File: config.mk
export PLATFORM = sky130hd
export DESIGN_NAME = rank_slide_movegen
export DESIGN_NICKNAME = d
export VERILOG_FILES = /design/src/rtl/chess_pkg.sv /design/src/rtl/move_fifo.sv /design/src/rtl/rank_slide_movegen.sv
export SDC_FILE = /design/constraint.sdc
export NUM_CORES = 1
export LEC_CHECK = 0
export ABC_CLOCK_PERIOD_IN_PS = 10200
export BUFFER_PORTS_ARGS = -buffer_cell sky130_fd_sc_hd__buf_2
export CAP_MARGIN = 25
export CORE_MARGIN = 8
export CORE_UTILIZATION = 45
export DETAILED_ROUTE_END_ITERATION = 8
export GPL_ROUTABILITY_DRIVEN = 0
export REMOVE_ABC_BUFFERS = 1
export SYNTH_ARGS = -nofsm -noshare
export SYNTH_HDL_FRONTEND = slang
export SYNTH_SLANG_ARGS = --single-unit
export TNS_END_PERCENT = 100
File: constraint.sdc
create_clock -name clk -period 10.2 [get_ports clk]
set_input_delay 2.04 -clock clk [delete_from_list [all_inputs] [get_ports clk]]
set_output_delay 2.04 -clock clk [all_outputs]
set_load 0.05 [all_outputs]
File: src/rtl/chess_pkg.sv
// Shared chess encodings: piece codes, square width, move-word layout and
// the scan state encoding used by the rank move generator.
package chess_pkg;

  localparam int SQ_W      = 6;
  localparam int PIECE_W   = 6;
  localparam int MOVE_W    = 32;
  localparam int COLOR_BIT = 3;

  localparam logic [2:0] PT_EMPTY  = 3'd0;
  localparam logic [2:0] PT_PAWN   = 3'd1;
  localparam logic [2:0] PT_KNIGHT = 3'd2;
  localparam logic [2:0] PT_BISHOP = 3'd3;
  localparam logic [2:0] PT_ROOK   = 3'd4;
  localparam logic [2:0] PT_QUEEN  = 3'd5;
  localparam logic [2:0] PT_KING   = 3'd6;
  localparam logic [2:0] PT_NONE   = 3'd7;

  localparam int MV_FROM_LSB  = 26;
  localparam int MV_TO_LSB    = 20;
  localparam int MV_PIECE_LSB = 14;
  localparam int MV_CAPT_LSB  = 8;
  localparam int MV_CAP_FLAG  = 0;

  typedef enum logic [1:0] {
    ST_IDLE  = 2'd0,
    ST_SCAN  = 2'd1,
    ST_DRAIN = 2'd2
  } scan_state_t;

  function automatic logic [MOVE_W-1:0] pack_move(
    input logic [SQ_W-1:0]    from_sq,
    input logic [SQ_W-1:0]    to_sq,
    input logic [PIECE_W-1:0] piece,
    input logic [PIECE_W-1:0] captured,
    input logic               cap
  );
    logic [MOVE_W-1:0] w;
    w = {MOVE_W{1'b0}};
    w[MV_FROM_LSB  +: SQ_W]    = from_sq;
    w[MV_TO_LSB    +: SQ_W]    = to_sq;
    w[MV_PIECE_LSB +: PIECE_W] = piece;
    w[MV_CAPT_LSB  +: PIECE_W] = captured;
    w[MV_CAP_FLAG]             = cap;
    return w;
  endfunction

  // Type 7 is an unused code and behaves as an empty square.
  function automatic logic is_empty(input logic [2:0] ptype);
    return (ptype == PT_EMPTY) || (ptype == PT_NONE);
  endfunction

endpackage

File: src/rtl/move_fifo.sv
// Synchronous show-ahead FIFO; head word is visible on dout whenever not empty.
module move_fifo #(
  parameter int WIDTH = 32,
  parameter int DEPTH = 8
) (
  input  logic             clk,
  input  logic             rst_n,
  input  logic             push,
  input  logic [WIDTH-1:0] din,
  input  logic             pop,
  output logic [WIDTH-1:0] dout,
  output logic             full,
  output logic             empty
);

  localparam int AW = $clog2(DEPTH);
  localparam logic [AW:0] PTR_ONE = {{AW{1'b0}}, 1'b1};

  logic [WIDTH-1:0] mem_r [DEPTH];
  logic [AW:0]      wr_ptr_r;
  logic [AW:0]      rd_ptr_r;
  logic             wr_en_s;
  logic             rd_en_s;

  assign wr_en_s = push && !full;
  assign rd_en_s = pop && !empty;
  assign empty   = (wr_ptr_r == rd_ptr_r);
  assign full    = (wr_ptr_r[AW] != rd_ptr_r[AW]) && (wr_ptr_r[AW-1:0] == rd_ptr_r[AW-1:0]);
  assign dout    = empty ? {WIDTH{1'b0}} : mem_r[rd_ptr_r[AW-1:0]];

  // Storage array; contents are only observable through valid pointers.
  always_ff @(posedge clk) begin
    if (wr_en_s) begin
      mem_r[wr_ptr_r[AW-1:0]] <= din;
    end
  end

  // Read/write pointers with an extra wrap bit to tell full from empty.
  always_ff @(posedge clk or negedge rst_n) begin
    if (!rst_n) begin
      wr_ptr_r <= {(AW+1){1'b0}};
      rd_ptr_r <= {(AW+1){1'b0}};
    end else begin
      if (wr_en_s) begin
        wr_ptr_r <= wr_ptr_r + PTR_ONE;
      end
      if (rd_en_s) begin
        rd_ptr_r <= rd_ptr_r + PTR_ONE;
      end
    end
  end

endmodule

File: src/rtl/rank_slide_movegen.sv
// Serial horizontal move generator for one rank: scans rook/queen/king rays
// left then right per origin and queues move words for the move collector.
module rank_slide_movegen #(
  parameter int NUM_SQ     = 8,
  parameter int RANK       = 0,
  parameter int FIFO_DEPTH = 8
) (
  input  logic                clk,
  input  logic                clear_n,
  input  logic                start,
  input  logic                engine_color,
  input  logic [6*NUM_SQ-1:0] row_pieces,
  output logic                busy,
  output logic                done,
  output logic                move_valid,
  output logic [31:0]         move_data,
  input  logic                move_ready,
  output logic [7:0]          move_count
);

  import chess_pkg::*;

  localparam logic [SQ_W-1:0] RANK_BASE = SQ_W'(RANK * 8);
  localparam logic [2:0]      LAST_SQ   = 3'(NUM_SQ - 1);

  scan_state_t      state_r, state_s;
  logic [5:0]       sq_r [8];
  logic             color_r;
  logic [2:0]       origin_r, origin_s;
  logic             dir_r, dir_s;      // 0: toward file 0, 1: toward higher files
  logic [2:0]       dist_r, dist_s;
  logic             busy_r, done_r, done_s;
  logic [7:0]       count_r;
  logic [47:0]      row_pad_s;
  logic [3:0]       tgt_s;
  logic             off_board_s;
  logic [5:0]       org_piece_s, tgt_piece_s;
  logic             qualifies_s;
  logic             push_s, end_ray_s, next_org_s;
  logic [31:0]      push_data_s;
  logic             fifo_full_s, fifo_empty_s, pop_s;

  assign row_pad_s   = 48'(row_pieces);
  assign org_piece_s = sq_r[origin_r];
  // Left targets below file 0 wrap into bit 3, as do right targets past file 7.
  assign tgt_s       = dir_r ? ({1'b0, origin_r} + {1'b0, dist_r})
                             : ({1'b0, origin_r} - {1'b0, dist_r});
  assign off_board_s = tgt_s[3] || (tgt_s[2:0] > LAST_SQ);
  assign tgt_piece_s = sq_r[tgt_s[2:0]];
  assign qualifies_s = ((org_piece_s[2:0] == PT_ROOK) || (org_piece_s[2:0] == PT_QUEEN) ||
                        (org_piece_s[2:0] == PT_KING)) && (org_piece_s[COLOR_BIT] == color_r);
  assign pop_s       = move_valid && move_ready;

  // Next-state, candidate evaluation and push request.
  always_comb begin
    state_s     = state_r;
    origin_s    = origin_r;
    dir_s       = dir_r;
    dist_s      = dist_r;
    push_s      = 1'b0;
    push_data_s = 32'd0;
    end_ray_s   = 1'b0;
    next_org_s  = 1'b0;
    done_s      = 1'b0;
    case (state_r)
      ST_IDLE: begin
        if (start) begin
          state_s  = ST_SCAN;
          origin_s = 3'd0;
          dir_s    = 1'b0;
          dist_s   = 3'd1;
        end else begin
          state_s = ST_IDLE;
        end
      end
      ST_SCAN: begin
        if (!fifo_full_s) begin
          if (!qualifies_s) begin
            next_org_s = 1'b1;
          end else if (off_board_s) begin
            end_ray_s = 1'b1;
          end else if (is_empty(tgt_piece_s[2:0])) begin
            push_s      = 1'b1;
            push_data_s = pack_move(RANK_BASE | {3'd0, origin_r}, RANK_BASE | {3'd0, tgt_s[2:0]},
                                    org_piece_s, 6'd0, 1'b0);
            if (org_piece_s[2:0] == PT_KING) begin
              end_ray_s = 1'b1;
            end else begin
              dist_s = dist_r + 3'd1;
            end
          end else if (tgt_piece_s[COLOR_BIT] != color_r) begin
            push_s      = 1'b1;
            push_data_s = pack_move(RANK_BASE | {3'd0, origin_r}, RANK_BASE | {3'd0, tgt_s[2:0]},
                                    org_piece_s, tgt_piece_s, 1'b1);
            end_ray_s   = 1'b1;
          end else begin
            end_ray_s = 1'b1;
          end

          if (end_ray_s) begin
            if (!dir_r) begin
              dir_s  = 1'b1;
              dist_s = 3'd1;
            end else begin
              next_org_s = 1'b1;
            end
          end else begin
            next_org_s = next_org_s;
          end

          if (next_org_s) begin
            if (origin_r == LAST_SQ) begin
              state_s = ST_DRAIN;
            end else begin
              origin_s = origin_r + 3'd1;
              dir_s    = 1'b0;
              dist_s   = 3'd1;
            end
          end else begin
            state_s = ST_SCAN;
          end
        end else begin
          state_s = ST_SCAN;
        end
      end
      ST_DRAIN: begin
        if (fifo_empty_s) begin
          state_s = ST_IDLE;
          done_s  = 1'b1;
        end else begin
          state_s = ST_DRAIN;
        end
      end
      default: begin
        state_s = ST_IDLE;
      end
    endcase
  end

  // Scan state, latched rank contents and registered status outputs.
  always_ff @(posedge clk or negedge clear_n) begin
    if (!clear_n) begin
      state_r  <= ST_IDLE;
      color_r  <= 1'b0;
      origin_r <= 3'd0;
      dir_r    <= 1'b0;
      dist_r   <= 3'd1;
      busy_r   <= 1'b0;
      done_r   <= 1'b0;
      count_r  <= 8'd0;
      for (int f = 0; f < 8; f++) begin
        sq_r[f] <= 6'd0;
      end
    end else begin
      state_r  <= state_s;
      origin_r <= origin_s;
      dir_r    <= dir_s;
      dist_r   <= dist_s;
      busy_r   <= (state_s != ST_IDLE);
      done_r   <= done_s;
      if ((state_r == ST_IDLE) && start) begin
        color_r <= engine_color;
        count_r <= 8'd0;
        for (int f = 0; f < 8; f++) begin
          sq_r[f] <= (f < NUM_SQ) ? row_pad_s[6*f +: 6] : 6'd0;
        end
      end else if (push_s && (count_r != 8'd255)) begin
        count_r <= count_r + 8'd1;
      end
    end
  end

  move_fifo #(
    .WIDTH (32),
    .DEPTH (FIFO_DEPTH)
  ) u_fifo (
    .clk   (clk),
    .rst_n (clear_n),
    .push  (push_s),
    .din   (push_data_s),
    .pop   (pop_s),
    .dout  (move_data),
    .full  (fifo_full_s),
    .empty (fifo_empty_s)
  );

  assign move_valid = !fifo_empty_s;
  assign busy       = busy_r;
  assign done       = done_r;
  assign move_count = count_r;

endmodule
# --- Yosys cells after proc, flatten, opt, wreduce, memory -nomap -nowiden ---
# Memory sizes are Yosys's and may differ from the RTL's.
# Index checks and enable logic that the tools add are counted.
classes:
  mux: 65
  bitwise: 2
  reduce_logical: 20
  eq_ne: 17
  add_sub_neg: 7
  n_lt_le_gt_ge: 3
op_table:
  columns: ["op", "count"]
  rows:
  - ["29-bit two-way mux", 6]
  - ["3-bit two-way mux", 14]
  - ["6-bit binary-select mux with 3-bit select", 2]
  - ["32-bit two-way mux", 1]
  - ["1-bit two-way mux", 27]
  - ["6-bit two-way mux", 4]
  - ["8-bit two-way mux", 2]
  - ["3-bit == test (second input constant)", 5]
  - ["3-bit case mux with 2 select lines", 2]
  - ["4-bit by 1-bit adder with 4-bit output (second input constant)", 2]
  - ["8-bit by 1-bit adder with 8-bit output (second input constant)", 1]
  - ["4-bit >= comparator (second input constant)", 2]
  - ["2-bit two-way mux", 4]
  - ["2-bit != test (second input constant)", 4]
  - ["8-bit != test (second input constant)", 1]
  - ["3-bit inverter with 4-bit output", 2]
  - ["1-bit logical AND", 7]
  - ["3-bit by 1-bit adder with 3-bit output (second input constant)", 2]
  - ["2-bit case mux with 3 select lines", 1]
  - ["2-bit nonzero test", 3]
  - ["5-bit AND reduction", 1]
  - ["3-bit by 3-bit adder with 4-bit output", 1]
  - ["4-bit == test", 1]
  - ["1-bit logical OR", 4]
  - ["other kinds (13)", 15]
word_totals:
  input_bits: 53
  mem_bits_rw: 232
  out_inout_bits: 43
  elab_cells: 133
  reg_bits: 76
  mem_count: 1
memory_table:
  columns: ["name", "words", "width", "read_ports", "rd_ports_with_merged_regs", "write_ports", "line_no", "rtl"]
  rows:
  - ["u_fifo.mem_r", 8, 29, 1, 0, 1, "move_fifo.sv:19", "logic [WIDTH-1:0] mem_r [DEPTH];"]

# --- Logic depth before layout (Yosys ltp) ---
# Gate-level depths: netlist (run 1).
depth:
  depth_word: 20
  ltp_mapped: 16
  depth_no_buf: 13

# --- Cells and area by module ---
# A second synthesis (run 1) with hierarchy kept.
hier_totals:
  cells_unflattened: 992
  hier_area_um2: 14405.1
by_module_without_submodules:
  columns: ["module", "area_per_inst_um2", "cells_per_inst", "seq_area_each_um2", "instances"]
  rows:
  - ["move_fifo", 10506.3, 579, 7887.6, 1]
  - ["rank_slide_movegen", 3898.7, 413, 1702.9, 1]

# --- Worst setup path after synthesis (run 1) ---
# No wires, ideal clock.
synth_timing:
  path_type: "register to register"
  start: "register dist_r[0]"
  end: "memory u_fifo.mem_r[0][0] in the netlist's numbering (enable)"
  period_less_slack_ps: 5678
  t_required_ps: 9756
  setup_slack_ps: 4522
  stages_incl_launch_ff: 15
  setup_ps: 444
  t_arrival_ps: 5234
  n_path_buf: 3
  cell_sequence: "dfstp_2 -> inv_1 -> ha_1 -> mux2_2 -> inv_1 -> fa_1 -> buf_4 -> buf_4 -> mux2i_1 -> mux4_2 -> or3_1 -> nand2_1 -> o21ai_2 -> clkbuf_1 -> nor4_1"
synth_via:
  elab_chain_len: 16
  elab_cells_between_ends: 22
synth_rtl:
  columns: ["element", "line_no", "rtl"]
  rows:
  - ["from (decl)", "rank_slide_movegen.sv:31", "logic [2:0] dist_r, dist_s;"]
  - ["from (signal assigned)", "rank_slide_movegen.sv:158", "dist_r <= dist_s;"]
  - ["3-bit by 3-bit subtractor with 4-bit output / 3-bit by 3-bit adder with 4-bit output (equally long branches)", "rank_slide_movegen.sv:47, rank_slide_movegen.sv:46", null]
  - ["4-bit two-way mux *", "rank_slide_movegen.sv:46", "assign tgt_s = dir_r ? ({1'b0, origin_r} + {1'b0, dist_r})"]
  - ["3-bit inverter with 4-bit output (implied by the code)", "rank_slide_movegen.sv:49", "assign tgt_piece_s = sq_r[tgt_s[2:0]];"]
  - ["6-bit binary-select mux with 3-bit select", "rank_slide_movegen.sv:49", null]
  - ["6-bit two-way mux (implied by the code) (2 in a row)", "rank_slide_movegen.sv:49", null]
  - ["3-bit == test (tied with other cells)", "chess_pkg.sv:50", "return (ptype == PT_EMPTY) || (ptype == PT_NONE);"]
  - ["1-bit logical OR / 1-bit two-way mux (equally long branches)", "chess_pkg.sv:50, rank_slide_movegen.sv:91", null]
  - ["1-bit two-way mux", "rank_slide_movegen.sv:82", "end else if (is_empty(tgt_piece_s[2:0])) begin"]
  - ["1-bit two-way mux *", "rank_slide_movegen.sv:80", "end else if (off_board_s) begin"]
  - ["1-bit two-way mux *", "rank_slide_movegen.sv:78", "if (!qualifies_s) begin"]
  - ["1-bit two-way mux *", "rank_slide_movegen.sv:77", "if (!fifo_full_s) begin"]
  - ["1-bit two-way mux *", "rank_slide_movegen.sv:65", "case (state_r)"]
  - ["1-bit logical AND *", "move_fifo.sv:25", "assign wr_en_s = push && !full;"]
  - ["1-bit two-way mux *", "move_fifo.sv:33", "if (wr_en_s) begin"]
  - ["1-bit two-way mux (implied by the code) *", "move_fifo.sv:34", "mem_r[wr_ptr_r[AW-1:0]] <= din;"]
  - ["to (decl)", "move_fifo.sv:19", null]
# Mark *: on every way between the ends. The rest lies on a longest branch, timed or not. The select of a mux whose other input is x is not followed.

# --- Worst setup path in the final report (run 1) ---
layout_timing:
  start: "register origin_r[0]"
  end: "memory u_fifo.mem_r[7][16] in the netlist's numbering (enable)"
layout_via:
  elab_chain_len: 16
  elab_cells_between_ends: 33
layout_rtl:
  columns: ["element", "line_no", "rtl"]
  rows:
  - ["from (decl)", "rank_slide_movegen.sv:29", "logic [2:0] origin_r, origin_s;"]
  - ["from (signal assigned)", "rank_slide_movegen.sv:156", "origin_r <= origin_s;"]
  - ["3-bit by 3-bit subtractor with 4-bit output / 3-bit by 3-bit adder with 4-bit output (equally long branches)", "rank_slide_movegen.sv:47, rank_slide_movegen.sv:46", null]
  - ["4-bit two-way mux", "rank_slide_movegen.sv:46", null]
  - ["3-bit inverter with 4-bit output (implied by the code)", "rank_slide_movegen.sv:49", null]
  - ["6-bit binary-select mux with 3-bit select", "rank_slide_movegen.sv:49", null]
  - ["6-bit two-way mux (implied by the code) (2 in a row)", "rank_slide_movegen.sv:49", null]
  - ["3-bit == test (tied with other cells)", "chess_pkg.sv:50", null]
  - ["1-bit logical OR / 1-bit two-way mux (equally long branches)", "chess_pkg.sv:50, rank_slide_movegen.sv:91", null]
  - ["1-bit two-way mux", "rank_slide_movegen.sv:82", null]
  - ["1-bit two-way mux", "rank_slide_movegen.sv:80", null]
  - ["1-bit two-way mux *", "rank_slide_movegen.sv:78", null]
  - ["1-bit two-way mux *", "rank_slide_movegen.sv:77", null]
  - ["1-bit two-way mux *", "rank_slide_movegen.sv:65", null]
  - ["1-bit logical AND *", "move_fifo.sv:25", null]
  - ["1-bit two-way mux *", "move_fifo.sv:33", null]
  - ["1-bit two-way mux (implied by the code) *", "move_fifo.sv:34", null]
# Marks and branches as above.

==> metrics, run 1 <==
outcome=finished clean; layout cells sized above 1=0.262; Leak=0.00464 µW; Hold Path Class=flop to flop; post_cts resized=0; RSZ-0062 raised after global routing=false; Power Dens Cells=347 nW/µm²; most common cell in the netlist=nand2_1; port buffer count=82; first-pass GRT wire length=34900 µm; Routed WL=21800 µm; largest area contributor in the netlist=edfxtp_1; drt drc=0; area growth from synthesis to layout=14.7%; Synth top area share=0.446; design area=11700 µm²; Avg Cell Area, Syn=14.1 µm²; CTS clk-pin slew, worst paths=0.06 ns; Initial Utilization=0.455; CTS root buffer=clkbuf_16; WP data arrival=5.73 ns; CORE AREA=22500 µm²; non-filler instance count after layout=1107; synthesized area=10200 µm²; VDD IR max=0.169 mV; register bit total from synthesis=228; hold-fix buffer count after cts=0; Primary FF master, synth=edfxtp_1; Tmin final=5.60 ns; I/O Pins=96; Final Worst Setup Slack=4.60 ns; layout net count=869; Crit Path Max Fanout=23; EDFF count, synth=152; largest net degree at the start of global routing=77; Avg WL per Cell=19.7 µm; Setup WS pre-CTS=4.50 ns; Post-Route Setup TNS=0 ns; critical path class=flop to flop; DIE WIDTH=167 µm; final hold vios=0; grt total ovfl=0; H-tree depth reported by CTS=1; vias in the first global route=6444; ys async rst share=0.333; Setup crit start kind=flop; Yosys Warn Count=0; Final Max Slew Viols=0; Relative slew margins=0.319; clk_skew=0.00946 ns; die area=27800 µm²; DRT Pass-1 Iters=5; Tcrit/Tclk final=0.549; clock buffer depth=3; setup violators final=0; DR vias=5979; Req. time, crit path=10.33 ns; fmax=179 MHz; die height=167 µm; Iteration-0 DRC Markers=338; initial antenna violation count=0; cell count after placement=1061; Final Power=4070 µW; Tightest Pin Transition=1.02 ns; diode count=0; CTS tree=yes; worst-skew pair later-pin latency=0.51 ns; largest cells by area after synthesis=edfxtp_1 45%, dfrtp_1 18%, mux4_2 13%; Routed Antenna Nets=0; dpl hpwl=14200 µm; most frequent cells after synthesis=168 x nand2_1, 152 x edfxtp_1, 75 x dfrtp_1, 59 x mux4_2, 43 x mux2i_1; Worst Setup End Kind=flop; Yosys cell types=51; cell count after synthesis=724; post-CTS setup buffers=0; # rows=55; max-cap viol count=0; vias per std cell=5.40; DP Area=10900 µm²; Total GRT Usage=0.156; Seq/Total Area, Yosys=0.632; CTS buffer count=24; clk sink count=228
## critical path, cell delays in order, from the launching register on
cell and delay (ns):
dfrtp_1 0.93, ha_1 0.31, inv_1 0.06, fa_1 1.16, mux2i_1 0.19, mux4_2 0.55, or3_1 0.43, nand2_1 0.13
o21ai_2 0.24, inv_2 0.37, nand4_1 0.19, inv_1 0.64
## metrics by stage
stage	hold slack [ns]	util
2_1_floorplan	0.458	-
3_3_place_gp	0.483	0.485
3_5_place_dp	0.481	0.485
4_1_cts	0.492	0.519
5_1_grt	0.494	0.522
6_report	0.486	0.522
## state kept, by name, indices dropped and copies added (netlist names)
name and count:
u_fifo.mem_r 152, sq_r 48, move_count 8, u_fifo.rd_ptr_r 4, u_fifo.wr_ptr_r 4, dist_r 3, origin_r 3, state_r 2
busy 1, color_r 1, dir_r 1, done 1
## routing by layer
layer | wire (µm) | up-vias | global-route usage
li1 | - | 2764 | -
met1 | 9900 | 3025 | 0.210
met2 | 10500 | 164 | 0.260
met3 | 1090 | 26 | 0.0303
met4 | 340 | 0 | 0.0337
met5 | 0 | - | 0
## report_power, final
part | leakage (µW) | switching (µW) | internal [µW] | total, µW
Clock | 0.000392 | 349 | 506 | 855
Combinational | 0.00200 | 1140 | 726 | 1860
Sequential | 0.00225 | 153 | 1200 | 1350
## layout by cell type (no fill, tap or decap), drive strengths merged, types with 3 or more instances in the layout
cell    instances
and2           12
bufinv          3
ha             11
conb           13
o21ai          11
mux4           59
nor4            3
a21o            5
edfxtp        152
mux2            5
buf            96
xnor2           9
a21oi           5
nand4           3
nor2           41
clkbuf         24
dfrtp          75
nor3            6
nand3           9
a31oi           3
clkinv         16
inv            16
nand2         168
xor2            5
or3             3
mux2i          43
## path summary, 6_finish.rpt
kind / endpoint / cells past startpoint / slack, ns / from
hold reg to reg: u_fifo.rd_ptr_r[3] / 1 / 0.49 / u_fifo.rd_ptr_r[3]
setup / recovery: u_fifo.mem_r[7][16] / 11 / 4.60 / origin_r[0]
min in group asynchronous: u_fifo.rd_ptr_r[2] / 1 / 1.41 / clear_n
setup reg to reg: u_fifo.mem_r[7][16] / 11 / 4.60 / origin_r[0]
max in group asynchronous: move_count[4] / 2 / 8.22 / clear_n
hold / removal: u_fifo.rd_ptr_r[3] / 1 / 0.49 / u_fifo.rd_ptr_r[3]
## final cells by class
class,instances,area [µm²]
Fill cell,1887,10800
Sequential cell,228,6470
Multi-Input combinational cell,438,3520
Clock buffer,24,601
Timing Repair Buffer,96,551
Tap cell,285,357
Clock inverter,20,183
Inverter,16,60.1
## cell families after synthesis
group / count (synthesis) / synth area share
AO/OA/AOI/OAI: 34 / 0.0218
XOR/XNOR: 14 / 0.0127
adder cells (fa/ha/maj): 12 / 0.0154
buffers and inverters: 70 / 0.0325
flip-flops: 228 / 0.632
multiplexers: 107 / 0.177
other: 1 / 0.000367
AND/OR/NAND/NOR: 258 / 0.108
(Power assumes the default switching activity.)
==> inputs of run 2 (changes only) <==
- ABC_CLOCK_PERIOD_IN_PS: 10200 -> 5550
- clock period: 10.2 -> 5.55 ns (I/O delays scaled with it)
==> run 2 against run 1 <==
  * Maximum frequency increased by 13%
  * Sequential cell count unchanged
  * Clock skew increased by 0.0079 ns
  * Power increased by 93%
  * Wire length increased by 2.3%
  * Critical endpoint is now u_fifo.mem_r[5][13]
  * Critical path type unchanged
  * Register-to-register slack got worse by 4.0 ns
  * Sequential power increased by 82%
==> metrics, run 2 (same netlist as run 1, synthesis figures left out) <==
outcome=finished clean; critical path class=flop to flop; hold-fix buffer count after cts=0 (unchanged); layout net count=874 (+0.58%); port buffer count=82 (unchanged); clock power share=0.242 (+0.032); Routed WL=22400 µm (+2.3%); combinational share of power=0.444 (-0.014); CTS buffer count=25 (+4.2%); CTS tree=yes; Setup crit start kind=flop; Req. time, crit path=5.73 ns (-4.60 ns); net switching power=3070 µW (+87%); Leak=0.00474 µW (+2.1%); Avg WL per Cell=20.1 µm (+1.8%); area growth from synthesis to layout=16.8%; Cell Chain, Critical Path=inv_1 -> ha_1 -> mux2_2 -> inv_1 -> fa_1 -> xor2_2 -> mux4_2 -> or3_1 -> nand2_1 -> o21ai_2 -> inv_2 -> nand2_1 -> nor3b_2 -> buf_4; vias per std cell=5.46 (+1.1%); Iteration-0 DRC Markers=325 (-3.8%); Tightest Pin Transition=1.01 ns (-0.00882 ns); setup violators final=0 (unchanged); clock buffer depth=3 (unchanged); Hold Path Class=primary input to async pin; DIE WIDTH=167 µm (unchanged); drt drc=0 (unchanged); first-pass GRT wire length=35700 µm (+2.2%); clk sink count=228 (unchanged); Total GRT Usage=0.160 (+0.00348); Crit Path Max Fanout=23 (unchanged); Cell Int Power=4770 µW (+96%); Final Power=7840 µW (+93%); cell count after placement=1065 (+0.38%); post-CTS setup buffers=0 (unchanged); Critical Path Slowest Stage Cell=mux4_2; non-filler instance count after layout=1113 (+0.54%); share of power burned in registers=0.314 (-0.018); die height=167 µm (unchanged); RSZ-0062 raised after global routing=false; DRT Pass-1 Iters=5 (unchanged); max-cap viol count=0 (unchanged); vias in the first global route=6543 (+1.5%); diode count=0 (unchanged); DR vias=6076 (+1.6%); WP data arrival=5.14 ns (-0.59 ns); CTS root buffer=clkbuf_16; Initial Utilization=0.455 (unchanged); # rows=55 (unchanged); most common cell after layout, fill and taps aside=nand2_1; CTS clk-pin slew, worst paths=0.06 ns (about the same); Tcrit/Tclk final=0.894 (+0.345); Tmin final=4.96 ns (-0.635 ns); I/O Pins=96 (unchanged); post_cts resized=0 (unchanged); Final Max Slew Viols=0 (unchanged); slowest cell delay on critical path=0.63 ns (-0.53 ns); worst-skew pair later-pin latency=0.52 ns (about the same); Power Dens Cells=656 nW/µm² (+89%); H-tree depth reported by CTS=1 (unchanged); fmax=202 MHz (+13%); dpl hpwl=14600 µm (+2.5%); clk_skew=0.0173 ns (+0.00789 ns); VDD IR max=0.332 mV (+97%); initial antenna violation count=0 (unchanged); die area=27800 µm² (unchanged); final hold vios=0 (unchanged); grt total ovfl=0 (unchanged); most frequent cells in the layout=167 x nand2_1, 152 x edfxtp_1, 81 x buf_2; Relative slew margins=0.321 (+0.00147); CORE AREA=22500 µm² (unchanged); Largest register FFs=152 (unchanged); switching fraction of total power=0.392 (-0.0108); layout cells sized above 1=0.269 (+0.00777); largest net degree at the start of global routing=77 (unchanged); Worst Setup End Kind=flop; Routed Antenna Nets=0 (unchanged)
[run 2: cell count changes in the layout (fill, tap and decap cells not counted), sizes merged]
cell / delta
buf: +4
bufinv: +5
clkinv: -10
inv: +3
clkbuf: +4
[run 2: per-layer routing]
metal,part of all wire,vias to the layer above,track usage
met5,0,-,0
met2,0.49,163,0.265
met3,0.046,32,0.0281
met1,0.45,3099,0.215
met4,0.019,0,0.0423
li1,-,2782,-
[run 2: critical path: cells and delay by family, from the launching register on]
family	cells	cell delay (ns)
multiplexers	2	0.79
flip-flops	1	0.55
AND/OR/NAND/NOR	4	0.94
adder cells (fa/ha/maj)	2	0.73
AO/OA/AOI/OAI	1	0.24
XOR/XNOR	1	0.52
buffers and inverters	4	0.85
[run 2: cell type report]
class                   count  area (µm²)
inverters                  16        60.1
multi-input cells         438        3520
clock inverters            18         318
flip-flops and latches    228        6470
well taps                 285         357
repair buffers            100         581
clock buffers              28         647
fillers                  1875       10600
[run 2: per-stage QoR]
stage                     setup slack [ns]  hold WS, ns   util  setup TNS [ns]  cell area, µm²
after floorplan                     -0.456        0.458      -          -28.34           10000
after global placement               0.741        0.484  0.486               0           10900
after detailed placement             0.597        0.488  0.486               0           10900
after CTS                            0.573        0.503  0.529               0           11900
after global routing                 0.269        0.401  0.531               0           11900
final                                0.589        0.411  0.531               0           11900
[run 2: power by group through the flow]
stage / clock network (µW) / logic, µW / registers [µW]
floorplan: 0 / 2520 / 2570
global placement: 0 / 3450 / 2470
detailed placement: 0 / 3510 / 2490
CTS: 1930 / 3530 / 2450
global route: 2000 / 3790 / 2490
finish: 1900 / 3480 / 2460
[run 2: final timing paths]
| check | start | end | slack (ns) | cells past startpoint |
|---|---|---|---|---|
| worst max-delay path | dist_r[0] | u_fifo.mem_r[5][13] | 0.59 | 14 |
| worst min-delay path | clear_n | sq_r[32] | 0.41 | 1 |
| worst max register to register | dist_r[0] | u_fifo.mem_r[5][13] | 0.59 | 14 |
| worst min register to register | u_fifo.rd_ptr_r[3] | u_fifo.rd_ptr_r[3] | 0.50 | 1 |
| max in group asynchronous | clear_n | sq_r[11] | 4.59 | 2 |
| min in group clk | u_fifo.rd_ptr_r[3] | u_fifo.rd_ptr_r[3] | 0.50 | 1 |
